$ cat src/rtl/accumulator_binary_saturating_multichannel.sv
// Bank of signed saturating accumulators that share one add/subtract datapath.
// Commands come in over a valid/ready handshake. Each accepted command updates its channel
// on the accepting edge. It also produces one registered result beat.
module accumulator_binary_saturating_multichannel #(
    parameter int unsigned WORD_WIDTH                 = 16,
    parameter int unsigned CHANNEL_COUNT              = 4,
    parameter int unsigned CHANNEL_ADDR_WIDTH         = 2,
    parameter logic [WORD_WIDTH-1:0] INITIAL_VALUE    = '0
) (
    input  logic                          clock,
    input  logic                          clear,
    input  logic                          input_valid,
    output logic                          input_ready,
    input  logic [CHANNEL_ADDR_WIDTH-1:0] input_channel,
    input  logic [1:0]                    input_opcode,
    input  logic [WORD_WIDTH-1:0]         input_operand,
    input  logic [WORD_WIDTH-1:0]         max_limit,
    input  logic [WORD_WIDTH-1:0]         min_limit,
    output logic                          output_valid,
    input  logic                          output_ready,
    output logic [CHANNEL_ADDR_WIDTH-1:0] output_channel,
    output logic [WORD_WIDTH-1:0]         output_value,
    output logic                          output_overflow,
    output logic                          output_sticky_overflow
);

    localparam logic [1:0] OpAdd   = 2'b00;
    localparam logic [1:0] OpSub   = 2'b01;
    localparam logic [1:0] OpLoad  = 2'b10;
    localparam logic [1:0] OpReset = 2'b11;

    // One extra bit, so an unsigned compare with CHANNEL_COUNT cannot truncate.
    localparam logic [CHANNEL_ADDR_WIDTH:0] ChannelLimit =
        (CHANNEL_ADDR_WIDTH + 1)'(CHANNEL_COUNT);

    // Per-channel architectural state.
    logic [WORD_WIDTH-1:0] value_q  [CHANNEL_COUNT];
    logic                  sticky_q [CHANNEL_COUNT];

    // Single-entry output register.
    logic                          out_valid_q;
    logic [CHANNEL_ADDR_WIDTH-1:0] out_channel_q;
    logic [WORD_WIDTH-1:0]         out_value_q;
    logic                          out_overflow_q;
    logic                          out_sticky_q;

    logic                         accept;
    logic                         in_range;
    logic [WORD_WIDTH-1:0]        cur_value;
    logic                         cur_sticky;
    logic signed [WORD_WIDTH:0]   acc_ext;
    logic signed [WORD_WIDTH:0]   opd_ext;
    logic signed [WORD_WIDTH:0]   max_ext;
    logic signed [WORD_WIDTH:0]   min_ext;
    logic signed [WORD_WIDTH:0]   sum;
    logic [WORD_WIDTH-1:0]        new_value;
    logic                         new_overflow;
    logic                         new_sticky;

    assign input_ready = !out_valid_q || output_ready;
    assign accept      = input_valid && input_ready;
    assign in_range    = {1'b0, input_channel} < ChannelLimit;

    // Compute the next channel value, overflow and sticky flag for the command presented now.
    always_comb begin
        cur_value    = '0;
        cur_sticky   = 1'b0;
        if (in_range) begin
            cur_value  = value_q[input_channel];
            cur_sticky = sticky_q[input_channel];
        end
        // Sign-extend by one bit, so add/subtract can never wrap internally.
        acc_ext      = $signed({cur_value[WORD_WIDTH-1], cur_value});
        opd_ext      = $signed({input_operand[WORD_WIDTH-1], input_operand});
        max_ext      = $signed({max_limit[WORD_WIDTH-1], max_limit});
        min_ext      = $signed({min_limit[WORD_WIDTH-1], min_limit});
        sum          = (input_opcode == OpSub) ? (acc_ext - opd_ext) : (acc_ext + opd_ext);
        new_value    = '0;
        new_overflow = 1'b0;
        new_sticky   = 1'b0;
        case (input_opcode)
            OpAdd, OpSub: begin
                // The max bound wins when the limits are inverted.
                if (sum > max_ext) begin
                    new_value    = max_limit;
                    new_overflow = 1'b1;
                end else if (sum < min_ext) begin
                    new_value    = min_limit;
                    new_overflow = 1'b1;
                end else begin
                    new_value    = sum[WORD_WIDTH-1:0];
                end
                new_sticky = cur_sticky || new_overflow;
            end
            OpLoad: begin
                new_value = input_operand;
            end
            OpReset: begin
                new_value = INITIAL_VALUE;
            end
            default: begin
                new_value = '0;
            end
        endcase
    end

    // Channel state: written at accept. clear returns every channel to its initial state.
    always_ff @(posedge clock) begin
        if (clear) begin
            for (int i = 0; i < int'(CHANNEL_COUNT); i++) begin
                value_q[i]  <= INITIAL_VALUE;
                sticky_q[i] <= 1'b0;
            end
        end else if (accept && in_range) begin
            value_q[input_channel]  <= new_value;
            sticky_q[input_channel] <= new_sticky;
        end
    end

    // Result register: loads on accept, empties on handshake, holds under backpressure.
    always_ff @(posedge clock) begin
        if (clear) begin
            out_valid_q    <= 1'b0;
            out_channel_q  <= '0;
            out_value_q    <= '0;
            out_overflow_q <= 1'b0;
            out_sticky_q   <= 1'b0;
        end else if (accept) begin
            out_valid_q    <= 1'b1;
            out_channel_q  <= input_channel;
            // An out-of-range channel reports zero and no flags.
            out_value_q    <= in_range ? new_value : '0;
            out_overflow_q <= in_range && new_overflow;
            out_sticky_q   <= in_range && new_sticky;
        end else if (output_ready) begin
            out_valid_q    <= 1'b0;
        end
    end

    assign output_valid           = out_valid_q;
    assign output_channel         = out_channel_q;
    assign output_value           = out_value_q;
    assign output_overflow        = out_overflow_q;
    assign output_sticky_overflow = out_sticky_q;

endmodule

$ cat config.mk
export PLATFORM = sky130hd
export DESIGN_NAME = accumulator_binary_saturating_multichannel
export DESIGN_NICKNAME = d
export VERILOG_FILES = /design/src/rtl/accumulator_binary_saturating_multichannel.sv
export SDC_FILE = /design/constraint.sdc
export NUM_CORES = 1
export LEC_CHECK = 0
export ABC_AREA = 0
export CAP_MARGIN = 30
export CORE_MARGIN = 1.5
export CORE_UTILIZATION = 60
export CTS_BUF_LIST = sky130_fd_sc_hd__clkbuf_16
export CTS_CLUSTER_DIAMETER = 40
export DETAILED_ROUTE_END_ITERATION = 6
export DONT_BUFFER_PORTS = 1
export HOLD_SLACK_MARGIN = 0.1
export MAX_ROUTING_LAYER = met4
export PLACE_DENSITY = 0.83
export REMOVE_ABC_BUFFERS = 1
export SLEW_MARGIN = 10
export SYNTH_ARGS = -nofsm -noshare
export SYNTH_HDL_FRONTEND = slang
export SYNTH_SLANG_ARGS = --single-unit
$ cat constraint.sdc
create_clock -name clock -period 7.3 [get_ports clock]
set_input_delay 1.46 -clock clock [delete_from_list [all_inputs] [get_ports clock]]
set_output_delay 1.46 -clock clock [all_outputs]
set_load 0.03 [all_outputs]
After elaboration in Yosys (flattened, before gate mapping) --
Memories as Yosys holds them, arrays and structs flattened. Index checks and enable logic that the tools add are counted.
Word-level totals: register bits 21, latch bits 0, memory bits (writable) 68, memory bits (read-only) 0, output and inout port bits 22, memories kept 2
Operators by class: add/sub/neg operators 2, multiply operators 0, divide/modulo/power cells 0, $lt $le $gt $ge 2, eq/ne operators 3, shifts and indexed selects 0, muxes and demuxes 22, bitwise gates (word level) 0, reductions and logical operators 9
Memories:
- value_q | depth 4, width 16, rd ports 1, clocked after memory_dff 0, wr ports 4, RTL line 37 | logic [WORD_WIDTH-1:0] value_q [CHANNEL_COUNT];
- sticky_q | depth 4, width 1, rd ports 1, clocked after memory_dff 0, wr ports 4, RTL line 38 | logic sticky_q [CHANNEL_COUNT];
Operators with widths (number):
- $mux 16 | 3
- $pmux 16 s3 | 1
- $add 16x16->17 | 1
- $gt 17x16->1 | 1
- $lt 17x16->1 | 1
- $mux 17 | 1
- $sub 16x16->17 | 1
- $reduce_or 16->1 | 1
- $mux 1 | 15
- $eq 2x2->1 const B | 2
- $mux 2 | 2
- $eq 2x1->1 const B | 1
- $logic_not 2->1 | 1
- $logic_or 1x1->1 | 2
- $reduce_bool 2->1 | 1
- $reduce_or 2->1 | 1
- $logic_and 1x1->1 | 1
- $logic_not 1->1 | 1
- $reduce_or 1->1 | 1

Longest topological paths before layout --
Gate-level depths: netlist of run 1. An unclocked memory read counts as a cell.
depth after elaboration 10, gate-level depth with buffers 25, gate-level depth less buffers 22

Worst setup path before layout of run 1 --
No wires, ideal clock.
kind input-to-reg, start point input port input_channel[0], end point memory value_q[1][8] (data pin), arrival time 6.037 ns, slack 0.992 ns, stages on the path 19, path buffers 4, path through buf_2 -> buf_2 -> mux4_2 -> ha_1 -> a211o_1 -> a211oi_1 -> a21oi_2 -> mux2i_1 -> a2111oi_4 -> ha_1 -> nand4_2 -> o21bai_1 -> or2_1 -> buf_6 -> o31a_1 -> buf_6 -> mux2_4 -> o211ai_2 -> a21oi_1
RTL lines:
- start: declaration | RTL line 14 | input logic [CHANNEL_ADDR_WIDTH-1:0] input_channel,
- end: declaration | RTL line 37

==> results_dict.tcl, run 1 <==
set metrics [dict create \
    final_hold_viol_count 0 \
    final.fill_count 839 \
    synth_area_leaders "edfxtp_1, ha_1, dfxtp_1" \
    critPathRequiredTime_ps 7350 \
    gr-total-overflow 0 \
    netlist_area_um2 6620 \
    fin_hold_ws_ps 600 \
    cts.repair.resized 0 \
    synth_seq_cells 89 \
    start_util 0.613 \
    antenna_found_initial 0 \
    yosysWarnings 0 \
    core.rowCount 38 \
    drt-total-wl_um 19100 \
    clk_pin_slew_worst_paths_ps 60 \
    criticalPathCategory "in -> reg" \
    holdCritStartpoint "output_value[2]$_SDFFE_PP0P_" \
    synth-main-ff-cell "edfxtp_1" \
    worst_slew_pin_slew_ps 906 \
    grt_pass1_vias 5278 \
    avgSynthCellArea_um2 9.84 \
    p_leak_nw 2.82 \
    clk_latency_ps 340 \
    setup_ws_ps 463 \
    fmax_mhz 146 \
    start_kind "primary input" \
    ir_worst_vdd_mv 0.224 \
    min_to "output_value[2]$_SDFFE_PP0P_" \
    fin_skew_ps 10.1 \
    area_growth_pct 6.52 \
    htree_levels 3 \
    boundaryPins 78 \
    track_usage 0.348 \
    cts.sinks 89 \
    holdBufCountCts 0 \
    tns_ps 0 \
    cts_tree "yes" \
    synth_cells 673 \
    hpwl_um 14500 \
    die_width_um 108 \
    yosysSeqAreaShare 0.372 \
    reg2regPathDepth 15 \
    regArea_um2 2460 \
    period_share 0.937 \
    ys_types 82 \
    drc 0 \
    slew_violations 0 \
    synthArstFlopShare 0 \
    via_per_inst 6.70 \
    layout.nets 780 \
    grt_max_degree 25 \
    max-slew-margin-rel 0.396 \
    synth_edf_count 68 \
    synthTopCellsByCount "nor2_1, edfxtp_1, a21oi_1" \
    n_antenna_cell 0 \
    crit_path_end_kind "flop" \
    placed_area_um2 6750 \
    hold_depth 2 \
    first_pass_iters 5 \
    status "complete, no violations" \
    arrival_ps 6890 \
    worstReg2RegEnd "value_q[1][6]$_SDFFCE_PN0P_" \
    dieHeight_um 108 \
    yosys.area.top_type_share 0.308 \
    dp_cells 799 \
    final-setup-viol-count 0 \
    cts_root_buffer "clkbuf_16" \
    place_congestion 0.971 \
    wl_per_cell_um 23.4 \
    post_cts_buffers 0 \
    path_max_fanout 9 \
    drive_gt1_frac 0.145 \
    rrSetupSlack_ps 1940 \
    dieArea_um2 11700 \
    grt_setup_unrepaired "no" \
    num_vias 5481 \
    yosysMostFrequentCell "nor2_1" \
    cellPowerDensity_nw_per_um2 298 \
    cts_buffers 9 \
    fin_area_um2 7050 \
    clock_path_buffers 2 \
    multi_input_area_um2 3810 \
    synth_area_leader_cell "edfxtp_1" \
    grt_pass1_wl_um 29000 \
    r2r_start "value_q[3][8]$_DFFE_PP_" \
    fin_crit_ps 6840 \
    portBuffers 0 \
    fin_cells 818 \
    place_ws_ps 207 \
    core_um2 10800 \
    holdCritPathClass "reg -> reg" \
    ant_nets 0 \
    cap_violations 0 \
    initialDrtViolationCount 593 \
]
==> cell families (layout without fill, tap and decap cells) <==
kind of cell | after synthesis | in the layout | synth area share
buffers and inverters | 80 | 85 | 0.0531
and+or+nand+nor | 216 | 216 | 0.157
xor gates and xnor gates | 20 | 20 | 0.0265
DFF | 89 | 89 | 0.372
muxes | 24 | 24 | 0.0707
adders and majority gates | 51 | 51 | 0.0975
AOI/OAI and AO/OA | 193 | 193 | 0.223
==> registers in the layout, summed over array words and instances, names as in the netlist <==
register	count
sticky_q	4
output_valid	1
output_channel	2
output_overflow	1
value_q	64
output_value	16
output_sticky_overflow	1
==> routing by layer <==
metal,GRT usage,vias to the layer above,wire length [um]
met4,0.168,0,947
met1,0.457,2576,7590
met2,0.528,327,8720
met5,-,-,0
met3,0.0585,56,1890
li1,-,2522,-
==> cell usage in the layout, fill, tap and decap left out, types with 5 or more instances in the layout <==
| master | instances |
|---|---|
| xnor2_1 | 16 |
| buf_4 | 14 |
| inv_1 | 53 |
| a21o_1 | 9 |
| o21ai_0 | 21 |
| o311ai_0 | 5 |
| dfxtp_1 | 21 |
| nor2_1 | 69 |
| or3_1 | 5 |
| a22oi_2 | 5 |
| o21ai_1 | 5 |
| edfxtp_1 | 68 |
| o211ai_2 | 5 |
| ha_1 | 50 |
| nor3_1 | 26 |
| nor2b_1 | 8 |
| a31o_2 | 6 |
| nand2_1 | 51 |
| o21bai_1 | 5 |
| a21oi_1 | 57 |
| and2_1 | 6 |
| o21a_1 | 6 |
| clkbuf_16 | 9 |
| nand3_1 | 16 |
| nand2b_1 | 11 |
| mux4_2 | 17 |
| a211oi_1 | 10 |
==> critical path, cell delays in order <==
cell	delay [ps]
or2_2	290
nor4_1	320
nor2b_1	230
nand2_1	130
nor2_1	250
a21oi_1	120
xnor2_1	140
ha_1	390
nand2_1	110
o21ai_1	390
or3_1	170
mux2i_1	90
a2111oi_4	440
ha_1	330
nand4_2	150
o21bai_1	150
o21bai_1	510
o31a_1	260
buf_4	210
mux2_4	350
o211ai_2	270
a21oi_1	130
==> layout make-up <==
class	instances	area share
tap	140	0.0248
clock inverter	7	0.00568
clock buffer	9	0.0319
inverter	51	0.0271
sequential	89	0.349
multi-input combinational	504	0.540
timing repair buffer	18	0.0215
==> stage by stage <==
step | power (mW) | util
detailed placement | 1.67 | 0.626
finish | 2.10 | 0.653
CTS | 2.08 | 0.650
global route | 2.21 | 0.653
floorplan | 1.37 | -
global placement | 1.64 | 0.625
==> power breakdown <==
group	switching, mW	internal, mW	total [mW]
Clock	0.186	0.227	0.413
Sequential	0.0580	0.595	0.653
Combinational	0.650	0.382	1.03
Total	0.894	1.20	2.10
==> worst max-delay path by stage <==
stage / startpoint / endpoint / slack [ps] / cells past startpoint
2_1_floorplan: input_operand[1] / value_q[3][7]$_DFFE_PP_ / 900 / 21
3_3_place_gp: input_operand[1] / value_q[3][8]$_DFFE_PP_ / 290 / 22
3_5_place_dp: input_operand[1] / value_q[1][8]$_SDFFCE_PN0P_ / 210 / 22
4_1_cts: input_operand[1] / value_q[1][8]$_SDFFCE_PN0P_ / 540 / 22
5_1_grt: input_operand[1] / value_q[0][13]$_SDFFCE_PN0P_ / 120 / 21
6_report: input_operand[1] / value_q[1][8]$_SDFFCE_PN0P_ / 460 / 22
Power figures use the tool's default switching activity.
==> inputs of run 2 (changes only) <==
--- a/config.mk
+++ b/config.mk
@@ -8,14 +8,14 @@
 export ABC_AREA = 0
 export CAP_MARGIN = 30
 export CORE_MARGIN = 1.5
-export CORE_UTILIZATION = 60
+export CORE_UTILIZATION = 42
 export CTS_BUF_LIST = sky130_fd_sc_hd__clkbuf_16
 export CTS_CLUSTER_DIAMETER = 40
 export DETAILED_ROUTE_END_ITERATION = 6
 export DONT_BUFFER_PORTS = 1
 export HOLD_SLACK_MARGIN = 0.1
 export MAX_ROUTING_LAYER = met4
-export PLACE_DENSITY = 0.83
+export PLACE_DENSITY = 0.63
 export REMOVE_ABC_BUFFERS = 1
 export SLEW_MARGIN = 10
 export SYNTH_ARGS = -nofsm -noshare
==> run 2 against run 1 <==
Compared with the run above: non-clock buffer count increased by 4; critical path depth unchanged; die area increased by 42%; first-iteration DRC count decreased by 25%; largest cell class unchanged; highest routed layer unchanged.
==> results_dict.tcl, run 2 (synthesis gave the netlist of run 1 again) <==
set metrics [dict create \
    cts.sinks 89 \
    drc 0 \
    place_congestion 0.932 \
    gr-total-overflow 0 \
    top_usage_layer "met2" \
    cap_violations 0 \
    grt_setup_unrepaired "no" \
    final_hold_viol_count 0 \
    post-route-util 0.473 \
    critPathRequiredTime_ps 7470 \
    dieHeight_um 129 \
    p_seq_frac 0.297 \
    antenna_found_initial 0 \
    clk_latency_ps 340 \
    cts_root_buffer "clkbuf_16" \
    portBuffers 0 \
    p_int_mw 1.28 \
    worstReg2RegEnd "value_q[1][11]$_SDFFCE_PN0P_" \
    final-setup-viol-count 0 \
    n_antenna_cell 0 \
    drt-total-wl_um 20200 \
    cellPowerDensity_nw_per_um2 303 \
    core_um2 15300 \
    grt_use_met1 0.323 \
    first_pass_iters 7 \
    cts_buffers 9 \
    p_leak_nw 2.87 \
    holdBufCountCts 0 \
    period_share 0.932 \
    post_cts_buffers 0 \
    cts_tree "yes" \
    setup_ws_ps 493 \
    cts.repair.resized 0 \
    dieArea_um2 16500 \
    crit_path_end_kind "flop" \
    grt_pass1_wl_um 30800 \
    fin_crit_ps 6810 \
    startpoint "input_operand[1]" \
    pwr-share-comb 0.482 \
    die_width_um 129 \
    ant_nets 0 \
    final_cell_mix "nor2_1, edfxtp_1, a21oi_1" \
    slew_violations 0 \
    worst_slew_pin_slew_ps 856 \
    rrSetupSlack_ps 1900 \
    via_per_inst 6.15 \
    fmax_mhz 147 \
    start_util 0.432 \
    status "complete, no violations" \
    p_sw_mw 0.908 \
    criticalPathCategory "in -> reg" \
    clk_pin_slew_worst_paths_ps 60 \
    largest_reg_flops 64 \
    clock_path_buffers 2 \
    max-slew-margin-rel 0.422 \
    final_common_cell "nor2_1" \
    holdCritPathClass "reg -> reg" \
    power.share.switching 0.414 \
    holdCritStartpoint "output_sticky_overflow$_SDFFE_PP0P_" \
    hold_depth 2 \
    boundaryPins 78 \
    htree_levels 3 \
    fin_skew_ps 11.5 \
    layout.nets 784 \
    num_vias 5496 \
    place_ws_ps -68.4 \
    path_max_fanout 8 \
    core.rowCount 45 \
    grt_max_degree 23 \
    start_kind "primary input" \
    hpwl_um 15300 \
    track_usage 0.258 \
    met3_usage 0.0420 \
    initialDrtViolationCount 443 \
    top_register "value_q" \
    min_to "output_sticky_overflow$_SDFFE_PP0P_" \
    reg2regPathDepth 16 \
    ir_worst_vdd_mv 0.142 \
    area_growth_pct 9.36 \
    drive_gt1_frac 0.154 \
    r2r_start "value_q[3][8]$_DFFE_PP_" \
    grt_pass1_vias 5445 \
    final.fill_count 1452 \
    p_clk_frac 0.221 \
    arrival_ps 6980 \
    wl_per_cell_um 22.7 \
    grt_use_met2 0.429 \
]
## run 2: how the worst max path moves through the flow
stage / endpoint / slack [ps] / cells after the start
final: value_q[1][11]$_SDFFCE_PN0P_ / 490 / 22
after global placement: value_q[1][11]$_SDFFCE_PN0P_ / 150 / 22
after CTS: value_q[0][12]$_SDFFCE_PN0P_ / 280 / 21
after detailed placement: value_q[0][12]$_SDFFCE_PN0P_ / -70 / 21
after global routing: value_q[1][11]$_SDFFCE_PN0P_ / 6 / 22
after floorplan: value_q[3][7]$_DFFE_PP_ / 900 / 21
## run 2: per-layer routing
layer | wire length (um) | share of wire | up-vias
li1 | - | - | 2525
met1 | 8530 | 0.42 | 2725
met2 | 9890 | 0.49 | 211
met3 | 1390 | 0.069 | 35
met4 | 434 | 0.021 | 0
met5 | 0 | 0 | -
## run 2: cell type report
cell class              instances  area (um^2)  share of cell area
repair buffers                 22          188              0.0259
inverters                      51          191              0.0264
flip-flops and latches         89         2460               0.340
clock buffers                   9          225              0.0311
well taps                     211          264              0.0365
clock inverters                 7         88.8              0.0123
multi-input cells             504         3820               0.528
## run 2: per-stage QoR
step	std cells	setup TNS (ps)	hold slack (ps)	power, mW	instance area (um^2)
after floorplan	644	0	567	1.37	6460
after global placement	873	0	591	1.66	6860
after detailed placement	877	-223	592	1.69	6910
after CTS	893	0	608	2.18	7230
after global routing	893	0	635	2.31	7240
final	893	0	610	2.19	7240
## run 2: critical path, stage by stage
cell	delay, ps
or2_2	290
nor4_1	280
nor2b_1	220
nand2_1	130
nor2_1	210
a21oi_1	110
xnor2_1	140
ha_1	370
nand2_1	100
o21ai_1	360
or3_1	170
mux2i_1	90
a2111oi_4	470
ha_1	340
nand4_2	140
o21bai_1	140
o21bai_1	570
o31ai_2	280
o311ai_1	570
a31oi_1	230
buf_4	190
nor2_1	100
## run 2: power by group through the flow
stage	Clock (mW)	Sequential, mW	Combinational (mW)
after detailed placement	0	0.663	1.03
after CTS	0.492	0.652	1.03
after global placement	0	0.661	1.00
final	0.484	0.651	1.06
after floorplan	0	0.654	0.721
after global routing	0.510	0.657	1.14
==> inputs of run 3 (changes only) <==
--- a/config.mk
+++ b/config.mk
@@ -8,14 +8,14 @@
 export ABC_AREA = 0
 export CAP_MARGIN = 30
 export CORE_MARGIN = 1.5
-export CORE_UTILIZATION = 42
+export CORE_UTILIZATION = 35
 export CTS_BUF_LIST = sky130_fd_sc_hd__clkbuf_16
 export CTS_CLUSTER_DIAMETER = 40
 export DETAILED_ROUTE_END_ITERATION = 6
 export DONT_BUFFER_PORTS = 1
 export HOLD_SLACK_MARGIN = 0.1
 export MAX_ROUTING_LAYER = met4
-export PLACE_DENSITY = 0.63
+export PLACE_DENSITY = 0.56
 export REMOVE_ABC_BUFFERS = 1
 export SLEW_MARGIN = 10
 export SYNTH_ARGS = -nofsm -noshare
==> run 3 against run 2 <==
Compared with the run above: global-route usage decreased by 4.1 points; critical path depth unchanged; maximum frequency increased by 1.9%; sequential power about the same; first-iteration DRC count decreased by 15%; non-clock buffer count increased by 17; hold slack got worse by 7.5 ps; final area increased by 1.7%; worst setup slack improved by 130 ps; count of clock-buffer cells in the layout increased by 1; critical path type unchanged; largest power group unchanged.
==> results_dict.tcl, run 3 (synthesis gave the netlist of run 1 again) <==
set metrics [dict create \
    power.share.switching 0.410 \
    portBuffers 0 \
    period_share 0.915 \
    r2r_start "value_q[3][5]$_DFFE_PP_" \
    dieHeight_um 141 \
    clk_latency_ps 330 \
    dieArea_um2 19700 \
    cts_root_buffer "clkbuf_16" \
    final_cell_mix "nor2_1, edfxtp_1, a21oi_1" \
    die_width_um 141 \
    setup_ws_ps 619 \
    dp_cells 915 \
    start_util 0.355 \
    initialDrtViolationCount 375 \
    rrSetupSlack_ps 1880 \
    p_clk_frac 0.194 \
    holdCritStartpoint "output_channel[0]$_SDFFE_PP0P_" \
    cts.sinks 89 \
    via_per_inst 5.76 \
    layout.nets 801 \
    post_cts_buffers 0 \
    fin_cells 933 \
    p_total_mw 2.20 \
    cts.repair.resized 0 \
    holdCritPathClass "reg -> reg" \
    tns_ps 0 \
    core.rowCount 50 \
    core_um2 18600 \
    place_congestion 0.913 \
    startpoint "input_operand[1]" \
    fmax_mhz 150 \
    grt_use_met2 0.362 \
    n_antenna_cell 0 \
    path_max_fanout 12 \
    grt_use_met1 0.260 \
    first_pass_iters 4 \
    area_growth_pct 11.2 \
    gr-total-overflow 0 \
    fin_crit_ps 6680 \
    status "complete, no violations" \
    final_hold_viol_count 0 \
    slew_violations 0 \
    cap_violations 0 \
    path_cells "or2_2, nor4_1, nor2b_1, nand2_1, o31ai_1, xor2_1, ha_1, a21o_1, a21o_1, a21oi_1, o21ai_0, a21oi_1, o21ai_0, xnor2_1, ha_1, nand3_1, or3_1, o211ai_1, a31o_2, o311ai_1, a31oi_1, nor2_1" \
    worst_slew_pin_slew_ps 913 \
    criticalPathCategory "in -> reg" \
    cp_slowest_stage_delay_ps 410 \
    top_usage_layer "met2" \
    grt_setup_unrepaired "no" \
    max-slew-margin-rel 0.383 \
    p_sw_mw 0.902 \
    holdBufCountCts 0 \
    boundaryPins 78 \
    clk_pin_slew_worst_paths_ps 60 \
    drt-total-wl_um 20600 \
    cts_tree "yes" \
    grt_pass1_wl_um 31300 \
    arrival_ps 6730 \
    pwr-share-comb 0.509 \
    antenna_found_initial 0 \
    num_vias 5372 \
    top_register "value_q" \
    largest_reg_flops 64 \
    post-route-util 0.395 \
    hpwl_um 16400 \
    fin_hold_ws_ps 602 \
    wl_per_cell_um 22.1 \
    place_ws_ps 283 \
    track_usage 0.217 \
    fin_area_um2 7360 \
    crit_path_end_kind "flop" \
    critPathRequiredTime_ps 7350 \
    p_seq_frac 0.297 \
    start_kind "primary input" \
    met3_usage 0.0386 \
    drc 0 \
    cts_buffers 9 \
    ant_nets 0 \
    placed_area_um2 7060 \
    clock_path_buffers 2 \
    drive_gt1_frac 0.172 \
    cellPowerDensity_nw_per_um2 299 \
    htree_levels 3 \
    fin_skew_ps 7.68 \
    final_common_cell "nor2_1" \
    grt_pass1_vias 5502 \
    slowest_stage "ha_1" \
    final-setup-viol-count 0 \
    p_leak_nw 2.94 \
    p_int_mw 1.30 \
    grt_max_degree 24 \
    ir_worst_vdd_mv 0.153 \
]
run 3: worst paths after layout:
check	cells past startpoint	to
worst max-delay path	22	value_q[0][11]$_SDFFCE_PN0P_
worst min-delay path	2	output_channel[0]$_SDFFE_PP0P_
worst max register to register	16	value_q[0][11]$_SDFFCE_PN0P_
worst min register to register	2	output_channel[0]$_SDFFE_PP0P_
run 3: per-layer routing:
| metal | share of wire | up-vias | wire [um] |
|---|---|---|---|
| met5 | 0 | - | 0 |
| li1 | - | 2560 | - |
| met4 | 0.036 | 0 | 743 |
| met1 | 0.43 | 2618 | 8810 |
| met3 | 0.052 | 46 | 1060 |
| met2 | 0.48 | 148 | 9990 |
run 3: cell type report:
type / instances / area [um^2]
repair buffers: 39 / 323
flip-flops and latches: 89 / 2460
clock buffers: 10 / 250
clock inverters: 6 / 33.8
inverters: 51 / 191
fillers: 1818 / 11300
well taps: 234 / 293
multi-input cells: 504 / 3810
run 3: worst max-delay path, delay by kind of cell:
kind,cells,cell delay (ps)
fa+ha+maj,2,720
simple gates,7,1590
xor+xnor,2,350
compound gates,11,2620
run 3: power groups by stage:
| stage | registers, mW | clock network [mW] | logic, mW |
|---|---|---|---|
| after floorplan | 0.654 | 0 | 0.721 |
| after global placement | 0.663 | 0 | 1.09 |
| after detailed placement | 0.664 | 0 | 1.11 |
| after CTS | 0.654 | 0.438 | 1.11 |
| after global routing | 0.658 | 0.460 | 1.22 |
| final | 0.653 | 0.427 | 1.12 |
